### config.mk
export PLATFORM = sky130hd
export DESIGN_NAME = uart_tx_fifo
export DESIGN_NICKNAME = d
export VERILOG_FILES = /design/src/rtl/uart_tx_fifo.sv
export SDC_FILE = /design/constraint.sdc
export NUM_CORES = 1
export LEC_CHECK = 0
export ABC_AREA = 1
export BUFFER_PORTS_ARGS = -buffer_cell sky130_fd_sc_hd__buf_4
export CAP_MARGIN = 20
export CORE_MARGIN = 8
export CORE_UTILIZATION = 53
export CTS_BUF_LIST = sky130_fd_sc_hd__clkbuf_16
export DETAILED_ROUTE_END_ITERATION = 10
export PLACE_DENSITY = 0.7
export SLEW_MARGIN = 20
export SYNTH_ARGS = -nofsm -noshare
export SYNTH_HDL_FRONTEND = slang
export SYNTH_SLANG_ARGS = --single-unit
export TNS_END_PERCENT = 30
### constraint.sdc
create_clock -name clk -period 3.9 [get_ports clk]
set_clock_uncertainty 0.05 [all_clocks]
set_input_delay 0.39 -clock clk [delete_from_list [all_inputs] [get_ports clk]]
set_output_delay 0.39 -clock clk [all_outputs]
set_load 0.01 [all_outputs]
### src/rtl/uart_tx_fifo.sv
// UART transmitter with a small word queue. Frames are start, DATA_BITS data (LSB first),
// optional parity and STOP_BITS stop bits, sent back-to-back while words remain queued.
module uart_tx_fifo #(
    parameter int CLK_FREQ    = 100_000_000,
    parameter int BAUD        = 19_200,
    parameter int DATA_BITS   = 8,
    parameter int PARITY_MODE = 1,
    parameter int STOP_BITS   = 1,
    parameter int FIFO_DEPTH  = 4
) (
    input  logic                          clk,
    input  logic                          rst_n,
    input  logic                          send_data,
    input  logic [DATA_BITS-1:0]          data_tx,
    output logic                          tx_ready,
    output logic                          tx_busy,
    output logic [$clog2(FIFO_DEPTH):0]   fifo_count,
    output logic                          tx
);
    localparam int CLKS_PER_BIT = CLK_FREQ / BAUD;
    localparam int CNT_W        = (CLKS_PER_BIT > 1) ? $clog2(CLKS_PER_BIT) : 1;
    localparam int PTR_W        = $clog2(FIFO_DEPTH);
    localparam int CNT_FW       = PTR_W + 1;
    localparam int IDX_W        = 4;

    typedef enum logic [2:0] {IDLE, START, DATA, PARITY, STOP} state_t;

    state_t                 state, state_n;
    logic [DATA_BITS-1:0]   mem [FIFO_DEPTH];
    logic [PTR_W-1:0]       wr_ptr, rd_ptr;
    logic [CNT_W-1:0]       baud_cnt;
    logic [IDX_W-1:0]       bit_idx, bit_idx_n;
    logic [DATA_BITS-1:0]   shreg;
    logic [DATA_BITS-1:0]   pop_word;
    logic                   par_bit;
    logic                   push, pop, tick, shift;

    // Handshake: a word is taken on a rising edge when send_data && tx_ready; tx_ready is
    // purely "not full", so a pop in the same cycle never lets a full queue accept.
    assign tx_ready = fifo_count < CNT_FW'(FIFO_DEPTH);
    assign push     = send_data && tx_ready;
    assign tick     = baud_cnt == CNT_W'(CLKS_PER_BIT - 1);
    assign tx_busy  = (fifo_count != '0) || (state != IDLE);
    assign pop_word = mem[rd_ptr];

    always_comb begin
        state_n   = state;
        bit_idx_n = bit_idx;
        pop       = 1'b0;
        shift     = 1'b0;
        case (state)
            IDLE: begin
                if (fifo_count != '0) begin
                    pop     = 1'b1;
                    state_n = START;
                end
            end
            START: begin
                if (tick) begin
                    state_n   = DATA;
                    bit_idx_n = '0;
                end
            end
            DATA: begin
                if (tick) begin
                    shift = 1'b1;
                    if (bit_idx == IDX_W'(DATA_BITS - 1)) begin
                        bit_idx_n = '0;
                        state_n   = (PARITY_MODE != 0) ? PARITY : STOP;
                    end else begin
                        bit_idx_n = bit_idx + 1'b1;
                    end
                end
            end
            PARITY: begin
                if (tick) state_n = STOP;
            end
            STOP: begin
                if (tick) begin
                    if (bit_idx == IDX_W'(STOP_BITS - 1)) begin
                        bit_idx_n = '0;
                        // Chain straight into the next start bit so frames have no idle gap.
                        if (fifo_count != '0) begin
                            pop     = 1'b1;
                            state_n = START;
                        end else begin
                            state_n = IDLE;
                        end
                    end else begin
                        bit_idx_n = bit_idx + 1'b1;
                    end
                end
            end
            default: state_n = IDLE;
        endcase
    end

    always_comb begin
        tx = 1'b1;
        case (state)
            START:   tx = 1'b0;
            DATA:    tx = shreg[0];
            PARITY:  tx = par_bit;
            default: tx = 1'b1;
        endcase
    end

    always_ff @(posedge clk or negedge rst_n) begin
        if (!rst_n) state <= IDLE;
        else        state <= state_n;
    end

    always_ff @(posedge clk) begin
        if (push) mem[wr_ptr] <= data_tx;
    end

    always_ff @(posedge clk or negedge rst_n) begin
        if (!rst_n) begin
            wr_ptr     <= '0;
            rd_ptr     <= '0;
            fifo_count <= '0;
            baud_cnt   <= '0;
            bit_idx    <= '0;
            shreg      <= '0;
            par_bit    <= 1'b0;
        end else begin
            bit_idx <= bit_idx_n;
            if (push) wr_ptr <= wr_ptr + 1'b1;
            if (pop)  rd_ptr <= rd_ptr + 1'b1;
            case ({push, pop})
                2'b10:   fifo_count <= fifo_count + CNT_FW'(1);
                2'b01:   fifo_count <= fifo_count - CNT_FW'(1);
                default: fifo_count <= fifo_count;
            endcase
            if (state == IDLE || tick) baud_cnt <= '0;
            else                       baud_cnt <= baud_cnt + 1'b1;
            if (pop) begin
                shreg   <= pop_word;
                par_bit <= (PARITY_MODE == 2) ? ^pop_word : ~^pop_word;
            end else if (shift) begin
                shreg <= shreg >> 1;
            end
        end
    end
endmodule
After elaboration in Yosys (flattened, before gate mapping):

Memory sizes are Yosys's and may differ from the RTL's.
Cells that the tools add are included.

* reduce and logical (&&, ||, !) cells: 13
* divide/modulo/power cells: 0
* $lt $le $gt $ge: 1
* mux-type cells: 28
* $add $sub $neg: 6
* bitwise gates (word level): 0
* multipliers: 0
* equality and inequality tests: 15
* shift-type cells: 0

Operators with widths (count)
* 3-bit two-way mux: 7
* 4-bit two-way mux: 5
* 8-bit two-way mux: 2
* 3-bit one-hot mux with 5 select lines: 1
* 2-bit inequality test, second input constant: 7
* 13-bit by 1-bit adder with 13-bit output, second input constant: 1
* 13-bit == test, second input constant: 1
* 13-bit two-way mux: 1
* 4-bit one-hot mux with 3 select lines: 1
* 3-bit nonzero test: 3
* 1-bit two-way mux: 8
* 8-bit XNOR reduction: 1
* 7-bit AND reduction: 1
* 3-bit by 2-bit == test with 1-bit output, second input constant: 2
* 3-bit one-hot mux with 2 select lines: 1
* 2-bit by 1-bit adder with 2-bit output, second input constant: 2
* 4-bit by 1-bit adder with 4-bit output, second input constant: 1
* 4-bit by 3-bit == test with 1-bit output, second input constant: 1
* 4-bit zero test: 1
* 4-bit AND reduction: 1
* 2-bit nonzero test: 2
* 3-bit by 1-bit adder with 3-bit output, second input constant: 1
* 3-bit by 1-bit == test with 1-bit output, second input constant: 1
* 3-bit == test, second input constant: 1
* 9 further kinds: 10

* memories: 1
* latch bits: 0
* output and inout port bits: 6
* memory bits (writable): 32
* word-level logic and storage cells: 72
* bits in read-only memories: 0
* register bits after elaboration: 36
* bits of input ports: 11

Memory list
* mem: words 4, bits a word 8, read ports 1, clocked after memory_dff 0, write ports 1, line 29 `logic [DATA_BITS-1:0] mem [FIFO_DEPTH];`

Longest topological paths before layout:

Gate-level depths: netlist of the first run.

* depth in word-level cells: 7
* gate-level depth with buffers: 14
* mapped depth without buffers: 13

Worst setup path after synthesis of the first run:

No wires, ideal clock.

* path kind: register to register
* start: register baud_cnt[0]
* end: register fifo_count[2]
* data required time: 3.719 ns
* path buffers: 1
* cell stages (with the launch flop): 15
* clock period less this slack: 2.366 ns
* data arrival time: 2.185 ns
* setup time: 0.131 ns
* path slack: 1.534 ns
* cell sequence: dfrtp_1 ha_1 nand2_1 inv_1 nand3_2 nor3_4 nand2_2 nand2_4 buf_12 ha_1 inv_1 fa_1 a21oi_1 o21ai_0 xor2_1

* cells in the longest elaborated chain, start to end: 5
* elaborated cells between the ends (all ways): 7
* classes of those cells: 3 x eq/ne; 3 x mux; 1 x reduce/logical

RTL lines
* from (decl): line 31 `logic [CNT_W-1:0] baud_cnt;`
* from (signal assigned): line 136 `else baud_cnt <= baud_cnt + 1'b1;`
* 13-bit == test (*): line 42 `assign tick = baud_cnt == CNT_W'(CLKS_PER_BIT - 1);`
* 1-bit two-way mux (*): line 79 `if (tick) begin`
* 1-bit one-hot mux with 2 select lines (*): line 51 `case (state)`
* 2-bit by 1-bit == test with 1-bit output / 2-bit == test (equally long branches): line 130 `case ({push, pop})`
* 3-bit one-hot mux with 2 select lines / 2-bit nonzero test (equally long branches)
* to (signal assigned): line 131 `2'b10: fifo_count <= fifo_count + CNT_FW'(1);`
* to (signal assigned): line 132 `2'b01: fifo_count <= fifo_count - CNT_FW'(1);`
* to (signal assigned): line 133 `default: fifo_count <= fifo_count;`
* to (decl): line 17 `output logic [$clog2(FIFO_DEPTH):0] fifo_count,`

Mark *: on every way between the ends. The rest lies on a longest branch, timed or not.
A chain may end at the register's enable or synchronous reset.

Worst setup path in the final report of the first run:

Same ends and word-level chain as after synthesis.

==> results of run 1 <==
layout make-up:
class,instances,area (um2),share of cell area
flip-flops and latches,68,1862,0.4681
multi-input cells,299,1410,0.3545
clock buffers,9,225.2,0.05662
inverters,43,161.4,0.04058
repair buffers,17,130.1,0.03271
well taps,77,96.34,0.02422
clock inverters,7,92.59,0.02328
flip-flops by register name, summed over array words and instances (netlist names):
name / count
shreg: 8
bit_idx: 4
state: 3
mem: 32
fifo_count: 3
baud_cnt: 13
wr_ptr: 2
par_bit: 1
rd_ptr: 2
path summary, 6_finish.rpt:
path	from	to	depth (start not counted)
min	data_tx[5]	mem[2][5]$_DFFE_PP_	1
min reg2reg	baud_cnt[0]$_DFF_PN0_	baud_cnt[0]$_DFF_PN0_	1
min in group asynchronous	rst_n	baud_cnt[8]$_DFF_PN0_	2
max reg2reg	baud_cnt[0]$_DFF_PN0_	fifo_count[2]$_DFFE_PN0P_	13
max in group asynchronous	rst_n	bit_idx[0]$_DFFE_PN0P_	2
max	baud_cnt[0]$_DFF_PN0_	fifo_count[2]$_DFFE_PN0P_	13
stage by stage:
step	setup WS (ns)	hold WS, ns	total power, W	util
6_report	1.423	0.2052	0.001983	0.6264
4_1_cts	1.403	0.1989	0.002003	0.6264
2_1_floorplan	1.534	0.04441	0.001037	-
3_3_place_gp	1.481	0.3250	0.001131	0.5748
3_5_place_dp	1.409	0.3258	0.001143	0.5748
5_1_grt	1.148	0.1999	0.002079	0.6264
logic make-up after synthesis:
| family | after synthesis |
|---|---|
| fa+ha+maj | 9 |
| compound gates | 24 |
| xor+xnor | 7 |
| buf+inv | 50 |
| flops | 68 |
| simple gates | 259 |
routing by layer:
| metal | vias to the layer above | share of wire |
|---|---|---|
| met1 | 1229 | 0.45 |
| met4 | 0 | 0.030 |
| met5 | - | 0 |
| li1 | 1379 | - |
| met2 | 53 | 0.48 |
| met3 | 15 | 0.039 |
timing repair:
item / in CTS / in global routing
hold endpoints to repair: 36 / 0
hold buffers: 1 / 0
gates resized for setup: 0 / 0
report_power, final:
group          internal, W  total (W)  switching (W)
combinational    0.0000957   0.000262       0.000166
clock             0.000556   0.000857       0.000301
sequential        0.000831   0.000864      0.0000321
synth_stat cells (4+ instances only):
master / instances / area, um2
inv_2: 5 / 18.77
nand2_1: 168 / 630.6
nand3_1: 39 / 195.2
nor3_1: 5 / 25.02
o21ai_0: 9 / 45.04
xor2_1: 4 / 35.03
edfxtp_1: 32 / 960.9
ha_1: 8 / 100.1
a21oi_1: 10 / 50.05
o21ai_1: 4 / 20.02
nor2_1: 31 / 116.4
dfrtp_1: 36 / 900.9
inv_1: 38 / 142.6
worst max-delay path, stage by stage (launching register included):
cell	delay, ns
dfrtp_1	0.36
ha_1	0.17
nand2_1	0.05
inv_1	0.11
nand3_2	0.11
nor3_4	0.25
nand2_2	0.09
nand2_4	0.15
ha_1	0.17
inv_1	0.06
fa_1	0.38
a21oi_1	0.14
o21ai_0	0.10
xor2_1	0.16
==> run metrics, run 1 <==
non-filler instance count after layout 520; H-tree depth 3; Total Wirelength 6401 um; cell count after synthesis 417; pwr/cell area 498.4 mW/mm2; first-pass GRT wire length 11,430 um; Iter 0 DRT Violations 143; Syn Area/Cell 8.386 um2; critical path launch point type flip-flop; initial antenna violation count 0; antenna-violating nets left 0; filler cell count 514; grt peak-use layer met2; endpoints failing hold 0; CP Max Fanout 13; number of global-route vias before repair 2,543; gp weighted congestion 0.8291; mux share of post-synthesis cell area 0; xor and xnor fraction of the mapped netlist area 0.01968; met1 usage 0.1711; synth-to-layout area growth 13.74%; FF-to-FF setup slack 1.42 ns; Simple-Gate Fraction of Synth Area 0.3141; worst-skew pair later-pin latency 0.33 ns; row count 29; fmax 0.4037 GHz; DR WL/cell 12.31 um; Ant. Diodes 0; ys flop type dfrtp_1; Tightest Pin Transition 0.8909 ns; fraction of the mapped netlist area in compound gates 0.03506; die area 0.009454 mm2; post-route minimum period 2.477 ns; Adder-Cell Fraction of Synth Area 0.03435; sequential-to-total area share from yosys stat 0.5324; Total GRT Usage 0.1479; core area 0.006350 mm2; placed insts 503; Setup Buffers After CTS 0; Cell Area, Synth 0.003497 mm2; EDFF count, synth 32; Slew headroom 0.4039; Setup-failing EPs final 0; clk buf depth 2; CTS tree done; fin crit share 0.6351; Initial Util 0.5507; CTS Root Buffer Type clkbuf_16; most common cell after layout, fill and taps aside nand2_1; GR Util met2 0.2422; most frequent cells in the layout nand2_1, inv_1, nand3_1; CP Data Required Time 4.06 ns; placed instance area 0.003650 mm2; largest family of logic cells by synthesized area simple AND/OR/NAND/NOR gates; fraction of layout cells with a size suffix above 1 0.1106; Yosys warnings 0; total CTS buffers 9; fin nets 458; CP Class flip-flop to flip-flop; Async S/R FF share, synth 0.5294; Pre-antenna DRT Iters 4; DR vias 2,676; clock-pin transition on the worst setup and hold timing paths 0.06 ns; PortBufs 16; Die Y 97.23 um; DR DRC count 0; Lkg Pwr 1.910 nW; # Max-Cap Violations 0; chip width 97.23 um; RSZ-0062 raised after global routing no; WP data arrival 2.63 ns; final instance area 0.003978 mm2; Detail Placement HPWL 4515 um; status finished clean; setup TNS 0 ns; I/O pins 17; Slew Limit Fails 0; VDD IR max 0.0004786 V; Unique masters post-synth 30; met3 Use GR 0.03272; Post-Syn Nets 437; pin count of the biggest net entering global routing 37; Setup crit end kind flip-flop; Seq cells post-synth 68; Hold/Removal Path Class input port to flip-flop; global route total overflow 0; vias per cell 5.146; CTS sink cnt 68
No activity file was read; power rests on OpenSTA's default activity.
==> inputs of run 2 (changes only) <==
- ABC_AREA: 1 -> 0
- PLACE_DENSITY: 0.7 -> 0.71
- clock period: 3.9 -> 2.35 ns (I/O delays scaled with it)
==> run 2 against run 1 <==
Compared with the run above:
- the flow now finishes with violations (negative setup slack)
- combinational power grew to 4.8 times the previous value
- register-to-register slack worse by 1.6 ns
- via count is 26% lower
- hold slack worse by 0.15 ns
- first-iteration DRC count is 32% lower
- cell count is 28% lower
- critical path type unchanged
==> run metrics, run 2 <==
status finished with violations (was finished clean); failing checks negative setup slack; row count 28 (was 29); final setup margin -0.1725 ns (was 1.423 ns); Reg area 0.001862 mm2 (unchanged); VDD IR max 0.0008381 V (was 0.0004786 V); Total GRT Usage 0.1429 (was 0.1479); DR WL/cell 14.96 um (was 12.31 um); Detail Placement HPWL 3864 um (was 4515 um); CTS sink cnt 68 (unchanged); initial antenna violation count 0 (unchanged); Slew Limit Fails 0 (unchanged); CP Data Required Time 2.55 ns (was 4.06 ns); multi-input logic area 0.001234 mm2 (was 0.001410 mm2); sequential-to-total area share from yosys stat 0.5877 (was 0.5324); Ant. Diodes 0 (unchanged); clock-pin transition on the worst setup and hold timing paths 0.06 ns (about the same); EDFF count, synth 32 (unchanged); number of global-route vias before repair 2,054 (was 2,543); Unique masters post-synth 45 (was 30); switching power 0.001288 W (was 0.0004989 W); synth-to-layout area growth 23.14% (was 13.74%); dpl ws -0.1769 ns (was 1.409 ns); cell-internal power 0.003215 W (was 0.001484 W); vias per cell 5.276 (was 5.146); Die Y 93.32 um (was 97.23 um); most frequent cells in the layout buf_4, dfrtp_1, edfxtp_1 (was nand2_1, inv_1, nand3_1); Top reg by flops mem (unchanged); top post-synthesis cells by area edfxtp_1, dfrtp_1, mux4_2, xnor2_1, ha_1 (was edfxtp_1, dfrtp_1, nand2_1, nand3_1, inv_1); Post-Syn Nets 271 (was 437); Combinational Power Share 0.278 (was 0.132); first-pass GRT wire length 9680 um (was 11,430 um); Iter 0 DRT Violations 97 (was 143); leading area contributor after synthesis edfxtp_1 (unchanged); ys flop type dfrtp_1 (unchanged); Adder-Cell Fraction of Synth Area 0.03791 (was 0.03435); pin count of the biggest net entering global routing 37 (unchanged); antenna-violating nets left 0 (unchanged); most common cell in the netlist dfrtp_1 (was nand2_1); DR vias 1,968 (was 2,676); filler cell count 419 (was 514); Yosys warnings 0 (unchanged); cell count after synthesis 251 (was 417); Slew headroom 0.6825 (was 0.4039); Fin Hold WS 0.05597 ns (was 0.2052 ns); # Max-Cap Violations 0 (unchanged); fraction of the mapped netlist area in compound gates 0.05134 (was 0.03506); largest family of logic cells by synthesized area simple AND/OR/NAND/NOR gates (unchanged); WP data arrival 2.72 ns (was 2.63 ns); fraction of layout cells with a size suffix above 1 0.2584 (was 0.1106); sequential fraction of design power 0.377 (was 0.436); Setup-failing EPs final 2 (was 0); worst-skew pair later-pin latency 0.33 ns (about the same); Initial Util 0.5415 (was 0.5507); Lkg Pwr 1.648 nW (was 1.910 nW); most common cell after layout, fill and taps aside buf_4 (was nand2_1); xor and xnor fraction of the mapped netlist area 0.07188 (was 0.01968); top post-synthesis cells by count dfrtp_1, edfxtp_1, nand2_1, nor2_1, xnor2_1 (was nand2_1, nand3_1, inv_1, dfrtp_1, edfxtp_1); Hold/Removal Path Class input port to flip-flop (unchanged); Total Wirelength 5579 um (was 6401 um); clk buf depth 2 (unchanged); reg-to-reg endpoint fifo_count[2]$_DFFE_PN0P_ (unchanged); H-tree depth 3 (unchanged); CTS tree done (unchanged); Pre-antenna DRT Iters 4 (unchanged); max reg flops 32 (unchanged); setup TNS -0.1846 ns (was 0 ns); I/O pins 17 (unchanged); PortBufs 16 (unchanged); post-route minimum period 2.522 ns (was 2.477 ns); switching share of total power 0.2861 (was 0.2517); CP Max Fanout 2 (was 13); critical path launch point type flip-flop (unchanged); endpoints failing hold 0 (unchanged); Seq cells post-synth 68 (unchanged); total CTS buffers 9 (unchanged); fin crit share 1.073 (was 0.6351); Clock Power Share 0.345 (was 0.432); fin nets 313 (was 458); global route total overflow 0 (unchanged); Cell Area, Synth 0.003168 mm2 (was 0.003497 mm2); chip width 93.32 um (was 97.23 um); Setup crit end kind flip-flop (unchanged); fmax 0.3964 GHz (was 0.4037 GHz); worst reg2reg startpoint baud_cnt[8]$_DFF_PN0_ (was baud_cnt[0]$_DFF_PN0_); CP Class flip-flop to flip-flop (unchanged); FF-to-FF setup slack -0.17 ns (was 1.42 ns); mux share of post-synthesis cell area 0.07938 (was 0); RSZ-0062 raised after global routing yes (was no); core area 0.005851 mm2 (was 0.006350 mm2); Simple-Gate Fraction of Synth Area 0.1398 (was 0.3141); Async S/R FF share, synth 0.5294 (unchanged); CTS Root Buffer Type clkbuf_16 (unchanged); Worst R2R Path Depth 10 (was 13); biggest regs mem: 32 flops, baud_cnt: 13 flops, shreg: 8 flops (unchanged); DR DRC count 0 (unchanged); gp weighted congestion 0.7480 (was 0.8291); Syn Area/Cell 12.62 um2 (was 8.386 um2); Tightest Pin Transition 0.4726 ns (was 0.8909 ns); Critical Path End fifo_count[2]$_DFFE_PN0P_ (unchanged); Crit. Startpoint baud_cnt[8]$_DFF_PN0_ (was baud_cnt[0]$_DFF_PN0_); share of the synthesized area in the top cell type 0.3033 (was 0.2748); pwr/cell area 1154 mW/mm2 (was 498.4 mW/mm2); die area 0.008708 mm2 (was 0.009454 mm2)
==> run 2: cell count changes after synthesis, sizes merged, moves of 4 or more <==
cell,previous run,this run
nand2,172,24
nand3,41,10
inv,43,14
nor2,35,21
xnor2,2,16
mux4,0,8
a21oi,10,3
mux2i,0,6
clkbuf,0,5
xor2,5,10
and2,0,4
nor3,7,3
==> run 2: kinds of logic after synthesis <==
logic type,count (synthesis)
and+or+nand+nor,83
DFF,68
AOI/OAI and AO/OA,26
xor gates and xnor gates,26
buffers and inverters,24
muxes,15
adders and majority gates,9
==> run 2: timing repair <==
item / 4_1_cts / 5_1_grt
resized for setup: 3 / 0
hold endpoints to repair: 36 / 0
cloned: 0 / 0
buffers inserted: 1 / 0
pin swaps: 4 / 0
hold buffers: 1 / 0
endpoints found under the setup margin: 2 / 2
==> run 2: layer usage <==
layer | GRT usage | share of wire | vias up
met5 | 0 | 0 | -
met3 | 0.03446 | 0.032 | 10
met1 | 0.1769 | 0.45 | 966
met2 | 0.2244 | 0.49 | 28
li1 | - | - | 964
met4 | 0.08054 | 0.022 | 0
==> run 2: layout make-up <==
class | instances | share of cell area
Sequential cell | 68 | 0.4772
Multi-Input combinational cell | 159 | 0.3162
Timing Repair Buffer | 40 | 0.07761
Clock buffer | 9 | 0.05773
Clock inverter | 7 | 0.03143
Tap cell | 75 | 0.02405
Inverter | 15 | 0.01572
==> run 2: power by group through the flow <==
| stage | logic, W | clock network, W | registers (W) |
|---|---|---|---|
| 5_1_grt | 0.00140 | 0.00162 | 0.00173 |
| 6_report | 0.00125 | 0.00156 | 0.00170 |
| 3_5_place_dp | 0.00125 | 0 | 0.00172 |
| 2_1_floorplan | 0.000929 | 0 | 0.00167 |
| 3_3_place_gp | 0.00121 | 0 | 0.00171 |
| 4_1_cts | 0.00127 | 0.00157 | 0.00170 |
==> run 2: worst min path at each step <==
stage	slack, ns	start	end	cells after the start
after global routing	0.05	data_tx[6]	mem[3][6]$_DFFE_PP_	1
final	0.06	data_tx[4]	mem[0][4]$_DFFE_PP_	1
after CTS	0.05	data_tx[5]	mem[3][5]$_DFFE_PP_	1
after floorplan	-0.11	rst_n	baud_cnt[0]$_DFF_PN0_	0
after global placement	0.17	rst_n	baud_cnt[4]$_DFF_PN0_	1
after detailed placement	0.17	rst_n	baud_cnt[4]$_DFF_PN0_	1
==> run 2: per-stage QoR <==
step                      total power [W]  utilization  area, um2  instances
after floorplan                  0.002598            -       3189        251
after global placement           0.002921       0.6024       3525        355
after detailed placement         0.002973       0.6024       3525        355
after CTS                        0.004547       0.6668       3901        373
after global routing             0.004749       0.6668       3901        373
final                            0.004503       0.6668       3901        373
==> run 2: critical path: stages, from the launching register on <==
cell      delay [ns]
dfrtp_1         0.39
or4b_4          0.54
o41ai_4         0.36
nand2_2         0.12
clkinv_4        0.07
ha_4            0.12
inv_2           0.03
fa_2            0.33
xor2_1          0.15
nor2_1          0.14
xnor2_1         0.13
==> inputs of run 3 (changes only) <==
- BUFFER_PORTS_ARGS: -buffer_cell sky130_fd_sc_hd__buf_4 -> default
- DONT_BUFFER_PORTS: default -> 1
- PLACE_DENSITY: 0.71 -> 0.68
==> run 3 against run 2 <==
Compared with the run above:
- cell count shrank 2.1%
- first-iteration DRC count shrank 16%
- critical endpoint unchanged
- global-route usage shrank 0.083 points
- count of clock-buffer cells in the layout is the same
- power shrank 4.0%
- the run still ends with negative setup slack left
- via count shrank 3.0%
- clock power shrank 10%
==> run metrics, run 3 (synthesis gave the netlist of run 2 again) <==
H-tree depth 3 (unchanged); Die Y 93.32 um (unchanged); fin crit share 1.086 (was 1.073); Ant. Diodes 0 (unchanged); WP data arrival 2.75 ns (was 2.72 ns); worst-skew pair later-pin latency 0.32 ns (was 0.33 ns); pin count of the biggest net entering global routing 37 (unchanged); most frequent cells in the layout dfrtp_1, edfxtp_1, nand2_1 (was buf_4, dfrtp_1, edfxtp_1); clock-pin transition on the worst setup and hold timing paths 0.06 ns (about the same); Lkg Pwr 1.599 nW (was 1.648 nW); fin nets 305 (was 313); failing checks negative setup slack (unchanged); biggest regs mem: 32 flops, baud_cnt: 13 flops, shreg: 8 flops (unchanged); fraction of layout cells with a size suffix above 1 0.2103 (was 0.2584); pwr/cell area 1122 mW/mm2 (was 1154 mW/mm2); Detail Placement HPWL 3693 um (was 3864 um); Total GRT Usage 0.1420 (was 0.1429); max reg flops 32 (unchanged); total CTS buffers 9 (unchanged); gp weighted congestion 0.7811 (was 0.7480); global route total overflow 0 (unchanged); CTS sink cnt 68 (unchanged); row count 28 (unchanged); core area 0.005851 mm2 (unchanged); die area 0.008708 mm2 (unchanged); crit-path cells inv_1 > ha_1 > or3b_4 > o41ai_4 > nand2_2 > clkinv_4 > ha_4 > inv_2 > fa_2 > xor2_1 > nor2_1 > xnor2_1 (was or4b_4 > o41ai_4 > nand2_2 > clkinv_4 > ha_4 > inv_2 > fa_2 > xor2_1 > nor2_1 > xnor2_1); most common cell after layout, fill and taps aside dfrtp_1 (was buf_4); final instance area 0.003851 mm2 (was 0.003901 mm2); Pre-antenna DRT Iters 4 (unchanged); CP Class flip-flop to flip-flop (unchanged); CTS Root Buffer Type clkbuf_16 (unchanged); Setup Buffers After CTS 0 (was 1); Slew Limit Fails 0 (unchanged); cell family with most CP delay simple AND/OR/NAND/NOR gates (unchanged); first-pass GRT wire length 9487 um (was 9680 um); Worst path slowest cell or3b_4 (was or4b_4); clk buf depth 2 (unchanged); Total Wirelength 5715 um (was 5579 um); vias per cell 5.227 (was 5.276); endpoints failing hold 0 (unchanged); Hold/Removal Path Class input port to flip-flop (unchanged); antenna-violating nets left 0 (unchanged); CP Max Fanout 3 (was 2); CTS tree done (unchanged); CP Data Required Time 2.54 ns (was 2.55 ns); # Max-Cap Violations 0 (unchanged); DR vias 1,908 (was 1,968); status finished with violations (unchanged); DR DRC count 0 (unchanged); fmax 0.3920 GHz (was 0.3964 GHz); critical path launch point type flip-flop (unchanged); Setup crit end kind flip-flop (unchanged); CP peak stage delay 0.40 ns (was 0.54 ns); Reg area 0.001862 mm2 (unchanged); Slew headroom 0.3698 (was 0.6825); post-route minimum period 2.551 ns (was 2.522 ns); I/O pins 17 (unchanged); DR WL/cell 15.66 um (was 14.96 um); placed instance area 0.003410 mm2 (was 0.003525 mm2); synth-to-layout area growth 21.56% (was 23.14%); initial antenna violation count 0 (unchanged); Initial Util 0.5415 (unchanged); Buf/Inv on CP 3 (was 2); VDD IR max 0.0007999 V (was 0.0008381 V); final setup margin -0.2013 ns (was -0.1725 ns); Iter 0 DRT Violations 81 (was 97); Setup-failing EPs final 2 (unchanged); PortBufs 0 (was 16); dpl ws -0.1952 ns (was -0.1769 ns); Top reg by flops mem (unchanged); filler cell count 414 (was 419); Tightest Pin Transition 0.9397 ns (was 0.4726 ns); multi-input logic area 0.001242 mm2 (was 0.001234 mm2); RSZ-0062 raised after global routing yes (unchanged); number of global-route vias before repair 1,970 (was 2,054); chip width 93.32 um (unchanged)
==> run 3: cell types whose count changed in the layout (fill, tap and decap cells not counted), sizes merged <==
cell	change
buf	-16
bufinv	-1
clkinv	+3
dlygate4sd3	+8
inv	-2
==> run 3: worst min-delay path: stages <==
cell     delay (ns)
nor2b_1        0.14
buf_4          0.16
xnor2_1        0.06
==> run 3: what timing repair did <==
item,in CTS,in global routing
hold buffers,10,0
pin swaps,1,1
resized for setup,3,1
hold endpoints to repair,68,0
setup endpoints to repair,2,2
==> run 3: final timing paths <==
path                                   startpoint                        end  slack, ns  cells past startpoint
max reg2reg                bit_idx[0]$_DFFE_PN0P_  fifo_count[2]$_DFFE_PN0P_      -0.20                     12
max                        bit_idx[0]$_DFFE_PN0P_  fifo_count[2]$_DFFE_PN0P_      -0.20                     12
min reg2reg                   par_bit$_DFFE_PN0N_        par_bit$_DFFE_PN0N_       0.42                      2
max in group asynchronous                   rst_n     baud_cnt[11]$_DFF_PN0_       1.73                      2
min in group asynchronous                   rst_n       shreg[1]$_DFFE_PN0P_       0.33                      2
min                                     send_data      wr_ptr[0]$_DFFE_PN0P_       0.27                      3
==> run 3: power by group <==
part | total [W] | internal, W | switching [W] | leakage [nW]
Sequential | 0.00172 | 0.00152 | 0.000194 | 0.751
Combinational | 0.00120 | 0.000606 | 0.000596 | 0.701
Clock | 0.00140 | 0.000922 | 0.000481 | 0.147
Total | 0.00432 | 0.00305 | 0.00127 | 1.60
==> run 3: layout make-up <==
type,count,share of cell area
clock inverters,7,0.02372
flip-flops and latches,68,0.4834
multi-input cells,159,0.3226
inverters,15,0.01592
well taps,75,0.02437
clock buffers,9,0.05848
repair buffers,32,0.07148
==> run 3: per-stage QoR <==
stage                     utilization  total power (W)  cells  hold slack (ns)  TNS [ns]
after global placement         0.5828         0.002851    339          -0.1090   -0.2068
after global routing           0.6583         0.004543    365           0.3103   -0.4442
final                          0.6583         0.004322    365           0.2684   -0.2775
after floorplan                     -         0.002598    251          -0.1106   -0.5488
after CTS                      0.6576         0.004336    365           0.2711   -0.2776
after detailed placement       0.5828         0.002875    339          -0.1089   -0.2943
==> run 3: per-layer routing <==
layer / wire length [um] / global-route usage
met3: 228 / 0.03686
met4: 97 / 0.06040
met2: 2807 / 0.2297
met5: 0 / 0
met1: 2582 / 0.1760
